### config.mk
export PLATFORM = sky130hd
export DESIGN_NAME = spi_reg_decoder
export DESIGN_NICKNAME = d
export VERILOG_FILES = /design/src/rtl/spi_reg_pkg.sv /design/src/rtl/sync_edge.sv /design/src/rtl/spi_reg_decoder.sv
export SDC_FILE = /design/constraint.sdc
export NUM_CORES = 1
export LEC_CHECK = 0
export CORE_MARGIN = 2
export CORE_UTILIZATION = 49
export CTS_BUF_LIST = sky130_fd_sc_hd__clkbuf_2 sky130_fd_sc_hd__clkbuf_4 sky130_fd_sc_hd__clkbuf_8
export DETAILED_ROUTE_END_ITERATION = 10
export PLACE_DENSITY = 0.83
export SLEW_MARGIN = 20
export SYNTH_ARGS = -nofsm -noshare
export SYNTH_HDL_FRONTEND = slang
export SYNTH_SLANG_ARGS = --single-unit
### constraint.sdc
create_clock -name clk -period 2.9 [get_ports clk]
set_clock_uncertainty 0.1 [all_clocks]
set_input_delay 0.725 -clock clk [delete_from_list [all_inputs] [get_ports clk]]
set_output_delay 0.725 -clock clk [all_outputs]
set_load 0.01 [all_outputs]
### src/rtl/spi_reg_pkg.sv
// Shared definitions for the SPI register decoder: FSM states and command byte fields.
package spi_reg_pkg;

  localparam int REG_ADDR_W   = 6;
  localparam int CMD_RD_BIT   = 7;
  localparam int CMD_HOLD_BIT = 6;
  localparam int CMD_ADDR_MSB = 5;

  typedef enum logic [2:0] {
    ST_IDLE,
    ST_CMD,
    ST_WRITE,
    ST_READ,
    ST_DRAIN
  } state_t;

endpackage

### src/rtl/sync_edge.sv
// Two-flop synchronizer for an asynchronous level, with one-cycle rise/fall pulses
// derived from the synchronized value.
module sync_edge #(
  parameter logic RESET_VAL = 1'b1
) (
  input  logic clk,
  input  logic rst,
  input  logic d,
  output logic q,
  output logic rise,
  output logic fall
);

  logic meta_q;
  logic sync_q;
  logic prev_q;

  always_ff @(posedge clk or posedge rst) begin
    if (rst) begin
      meta_q <= RESET_VAL;
      sync_q <= RESET_VAL;
      prev_q <= RESET_VAL;
    end else begin
      meta_q <= d;
      sync_q <= meta_q;
      prev_q <= sync_q;
    end
  end

  assign q    = sync_q;
  assign rise = sync_q & ~prev_q;
  assign fall = ~sync_q & prev_q;

endmodule

### src/rtl/spi_reg_decoder.sv
// Turns SSEL-framed SPI byte streams (command byte, then data) into burst
// register reads/writes with address auto-increment or hold.
module spi_reg_decoder
  import spi_reg_pkg::*;
#(
  parameter int NUM_REGS = 32,
  parameter int ADDR_W   = REG_ADDR_W
) (
  input  logic              clk,
  input  logic              rst,
  input  logic              ssel_n,
  input  logic              spi_done,
  input  logic [7:0]        spi_byte_rx,
  output logic [7:0]        spi_byte_tx,
  input  logic [7:0]        status_in,
  output logic [ADDR_W-1:0] reg_addr,
  input  logic [7:0]        reg_rd_data,
  output logic              reg_wr_en,
  output logic [7:0]        reg_wr_data,
  output logic              frame_active,
  output logic              frame_end,
  output logic              addr_err
);

  logic ssel_sync;
  logic ssel_rise;
  logic ssel_fall;

  sync_edge #(.RESET_VAL(1'b1)) u_ssel_sync (
    .clk  (clk),
    .rst  (rst),
    .d    (ssel_n),
    .q    (ssel_sync),
    .rise (ssel_rise),
    .fall (ssel_fall)
  );

  state_t            state, state_d;
  logic [7:0]        tx_d;
  logic [ADDR_W-1:0] addr_d;
  logic              wr_en_d;
  logic [7:0]        wr_data_d;
  logic              active_d;
  logic              fend_d;
  logic              aerr_d;
  logic              hold_q, hold_d;
  logic              load_pend, load_d;
  logic              adv_pend, adv_d;
  logic [1:0]        boot_cnt, boot_d;

  logic              addr_valid;
  logic [ADDR_W-1:0] next_addr;

  assign addr_valid = int'(reg_addr) < NUM_REGS;
  assign next_addr  = (int'(reg_addr) == NUM_REGS - 1) ? '0 : reg_addr + ADDR_W'(1);

  always_ff @(posedge clk or posedge rst) begin
    if (rst) begin
      state        <= ST_IDLE;
      spi_byte_tx  <= 8'h00;
      reg_addr     <= '0;
      reg_wr_en    <= 1'b0;
      reg_wr_data  <= 8'h00;
      frame_active <= 1'b0;
      frame_end    <= 1'b0;
      addr_err     <= 1'b0;
      hold_q       <= 1'b0;
      load_pend    <= 1'b0;
      adv_pend     <= 1'b0;
      boot_cnt     <= 2'd0;
    end else begin
      state        <= state_d;
      spi_byte_tx  <= tx_d;
      reg_addr     <= addr_d;
      reg_wr_en    <= wr_en_d;
      reg_wr_data  <= wr_data_d;
      frame_active <= active_d;
      frame_end    <= fend_d;
      addr_err     <= aerr_d;
      hold_q       <= hold_d;
      load_pend    <= load_d;
      adv_pend     <= adv_d;
      boot_cnt     <= boot_d;
    end
  end

  // The synchronizer restarts at "deselected" after reset, so its first real
  // sample (boot_cnt==2) decides whether we woke up inside a frame; any fake
  // fall edge from refilling the pipeline is ignored until then.
  always_comb begin
    state_d   = state;
    tx_d      = spi_byte_tx;
    addr_d    = reg_addr;
    wr_en_d   = 1'b0;
    wr_data_d = reg_wr_data;
    active_d  = frame_active;
    fend_d    = 1'b0;
    aerr_d    = 1'b0;
    hold_d    = hold_q;
    load_d    = load_pend;
    adv_d     = 1'b0;
    boot_d    = (boot_cnt == 2'd3) ? boot_cnt : boot_cnt + 2'd1;

    if (state == ST_IDLE) begin
      tx_d = status_in;
    end

    if (boot_cnt != 2'd3) begin
      if (boot_cnt == 2'd2 && !ssel_sync) begin
        state_d = ST_DRAIN;
      end
    end else if (ssel_rise) begin
      state_d  = ST_IDLE;
      active_d = 1'b0;
      fend_d   = 1'b1;
      load_d   = 1'b0;
    end else if (ssel_fall) begin
      state_d  = ST_CMD;
      active_d = 1'b1;
      load_d   = 1'b0;
    end else begin
      case (state)
        ST_CMD: begin
          if (spi_done) begin
            hold_d = spi_byte_rx[CMD_HOLD_BIT];
            addr_d = ADDR_W'(spi_byte_rx[CMD_ADDR_MSB:0]);
            if (spi_byte_rx[CMD_RD_BIT]) begin
              state_d = ST_READ;
              load_d  = 1'b1;
            end else begin
              state_d = ST_WRITE;
            end
          end
        end
        // Address advances one cycle late so it is still stable while reg_wr_en is high.
        ST_WRITE: begin
          if (adv_pend && !hold_q) begin
            addr_d = next_addr;
          end
          if (spi_done) begin
            wr_en_d = addr_valid;
            aerr_d  = !addr_valid;
            if (addr_valid) begin
              wr_data_d = spi_byte_rx;
            end
            tx_d  = spi_byte_rx;
            adv_d = 1'b1;
          end
        end
        ST_READ: begin
          if (load_pend) begin
            tx_d   = addr_valid ? reg_rd_data : 8'h00;
            aerr_d = !addr_valid;
            load_d = 1'b0;
          end
          if (spi_done) begin
            if (!hold_q) begin
              addr_d = next_addr;
            end
            load_d = 1'b1;
          end
        end
        default: begin
        end
      endcase
    end
  end

endmodule
==> out/summary.txt <==
metal2 WL: 2248 um
starting density of the core: 0.5052
Clk pin slew, worst setup/hold paths: 0.07 ns
outcome: completed
Root Buffer: clkbuf_8
Switching Power: 733.4 uW
Gate Count Post-Synth: 163
top-area cell type share of the netlist area: 0.4670
Pint: 1.534 mW
Slew Viols, Final: 0
CORE AREA: 3606 um^2
max-cap violations: 0
critical path class: reg2reg
layout net count: 255
clock sink count: 37
CTS Buf Count: 5
post-synth top area cell: dfrtp_1
Clock Latency Late Sink: 0.28 ns
antenna violations before repair: 0
row cnt: 22
cts repair resizes: 0
met3 wire len: 273 um
worst rel slew slack: 0.4831
M1 WL: 1942 um
Max IR drop VDD: 0.0006370 V
Unique masters post-synth: 40
DP Wirelength: 3323 um
vias in the first global route: 1,547
Crit Path Max Fanout: 9
placement-stage cell area: 2436 um^2
Seq/Total Area, Yosys: 0.5103
IO Pins: 54
Setup Viol. Count Final: 0
unrepaired setup endpoints after global routing: false
Sw Share: 0.3235
main area contributors after synthesis: dfrtp_1, mux2_2, mux2i_1, dfstp_2, a22oi_1
Final Instance Count excl. Fillers: 271
DRC: 0
post-CTS setup buffer count: 0
Vias per Instance: 5.613
power density cells: 887.0 nW/um^2
CTS tree: done
Final Hold Viols: 0
DR top layer: met4
I/O Buffers: 53
CTS H-tree lvls: 2
crit path DAT: 2.78 ns
Pre-antenna DRT Iters: 4
drt wl/cell: 16.70 um
Area growth, synth to finish: 40.32%
syn_area_per_cell: 11.18 um^2
Clk network pwr share: 0.206
Hold WC Path Type: reg2reg
Yosys reg bits: 37
Logic pwr share: 0.418
hold slack: 0.2587 ns
die area: 4222 um^2
Setup TNS Final: 0 ns
first-pass GRT wire length: 7562 um
Worst Reg-to-Reg Cells: 5
Critical Path RT: 2.97 ns
largest net degree at the start of global routing: 23
mapped cell area: 1822 um^2
hold_buf cts: 0
Yosys warning count: 0
First DRT Iteration DRCs: 113
CP endpoint kind: flop
GP Congestion: 0.8532
# placed instances: 263
gr usage total: 0.2348
Final period util: 0.9367
die height: 64.98 um
Overflow after GRT: 0
Max Clk Rate: 368.1 MHz
Total Wirelength: 4525 um
die extent in x: 64.98 um
final instance area: 2556 um^2
Diodes inserted: 0
Least-Margin Pin Slew: 0.7711 ns
Detail Route Antenna Nets: 0
Syn Nets: 196
fin crit period: 2.716 ns
Leakage: 1.088 nW
via count: 1,521
FILL cells: 264
Critical Path Source Type: flop
Sequential Power Share: 0.376
worst hold path depth: 0
share of layout cells above drive strength 1: 0.1345
Max clock buf depth: 2
## through the flow
stage,total power [mW],worst slack (ns),utilization
after detailed placement,1.809,0.2355,0.6756
after global placement,1.783,0.2997,0.6756
after floorplan,1.329,0.4955,-
after global routing,2.406,0.07331,0.7089
after CTS,2.282,0.1951,0.7089
final,2.267,0.1837,0.7089
## cell families after synthesis
group / Yosys count / synth area share
mux: 20 / 0.1174
flops: 37 / 0.5103
simple gates: 39 / 0.1223
compound gates: 48 / 0.1820
buf+inv: 13 / 0.02885
fa+ha+maj: 5 / 0.03434
xor+xnor: 1 / 0.004809
## final cells by class
type / count / area [um^2] / area share
multi-input cells: 113 / 839.6 / 0.3284
clock inverters: 1 / 30.03 / 0.01175
inverters: 7 / 26.28 / 0.01028
flip-flops and latches: 37 / 929.6 / 0.3637
repair buffers: 58 / 580.6 / 0.2271
well taps: 48 / 60.06 / 0.02349
clock buffers: 7 / 90.09 / 0.03524
## worst paths after layout
check                                        startpoint                          to  slack [ns]
setup / recovery                u_ssel_sync.q$_DFF_PP1_  reg_wr_data[0]$_DFFE_PP0P_        0.18
hold / removal             u_ssel_sync.meta_q$_DFF_PP1_     u_ssel_sync.q$_DFF_PP1_        0.26
setup reg to reg                u_ssel_sync.q$_DFF_PP1_  reg_wr_data[0]$_DFFE_PP0P_        0.18
hold reg to reg            u_ssel_sync.meta_q$_DFF_PP1_     u_ssel_sync.q$_DFF_PP1_        0.26
max in group asynchronous                           rst  reg_wr_data[0]$_DFFE_PP0P_        1.45
min in group asynchronous                           rst     boot_cnt[0]$_DFFE_PP0N_        0.72
## layer usage
metal  global-route usage  vias up
met5                    0        -
met4              0.09309        0
met3              0.03646        6
met2               0.3905       68
met1               0.3072      725
li1                     -      722
## synthesized netlist by cell type (all sizes together)
master	n
a21oi	5
nor3	3
mux2i	9
or3	1
dfstp	3
dfrtp	34
a31oi	1
nand2b	5
o211ai	1
a22oi	9
o22ai	8
mux2	11
and3	1
o41ai	1
o21ai	9
clkbuf	3
nor2	4
a211oi	1
nand3b	1
nor2b	3
a2bb2oi	1
nor3b	2
o31ai	2
a311oi	1
or3b	1
buf	3
nand3	1
ha	5
o21a	1
nor4	1
a32o	1
inv	7
a21o	3
a221oi	1
nand2	13
a22o	2
xnor2	1
and2	3
a2111oi	1
## critical path: stages (launching register included)
cell and delay (ns):
dfstp_2 0.56, inv_1 0.05, ha_1 0.28, or3b_1 0.53, nor4_4 0.67, mux2_2 0.41
## power by group through the flow
stage,logic [mW],registers (mW),clock network [mW]
floorplan,0.430,0.899,0
global placement,0.937,0.846,0
detailed placement,0.947,0.862,0
CTS,0.955,0.853,0.473
global route,1.03,0.879,0.495
finish,0.949,0.853,0.466
## layout by cell type, fill, tap and decap left out, types with 3 or more instances in the layout
cell             instances
a21oi_1                  5
o21ai_0                  9
clkdlybuf4s50_1         53
nand2b_1                 5
a22oi_1                  9
nor2_1                   4
a21o_1                   3
inv_1                    7
and2_1                   3
nor2b_1                  3
ha_1                     5
nand2_1                 13
mux2i_1                  9
clkbuf_8                 6
mux2_2                  11
buf_4                    4
o22ai_1                  8
dfrtp_1                 34
dfstp_2                  3
## flip-flops by register name, indices dropped and copies added, names as in the netlist
register and count:
frame_active 1, spi_byte_tx 8, hold_q 1, u_ssel_sync.q 1, reg_wr_en 1, boot_cnt 2
state 3, u_ssel_sync.prev_q 1, frame_end 1, u_ssel_sync.meta_q 1, reg_addr 6, addr_err 1
adv_pend 1, reg_wr_data 8, load_pend 1
(Power assumes the default switching activity.)
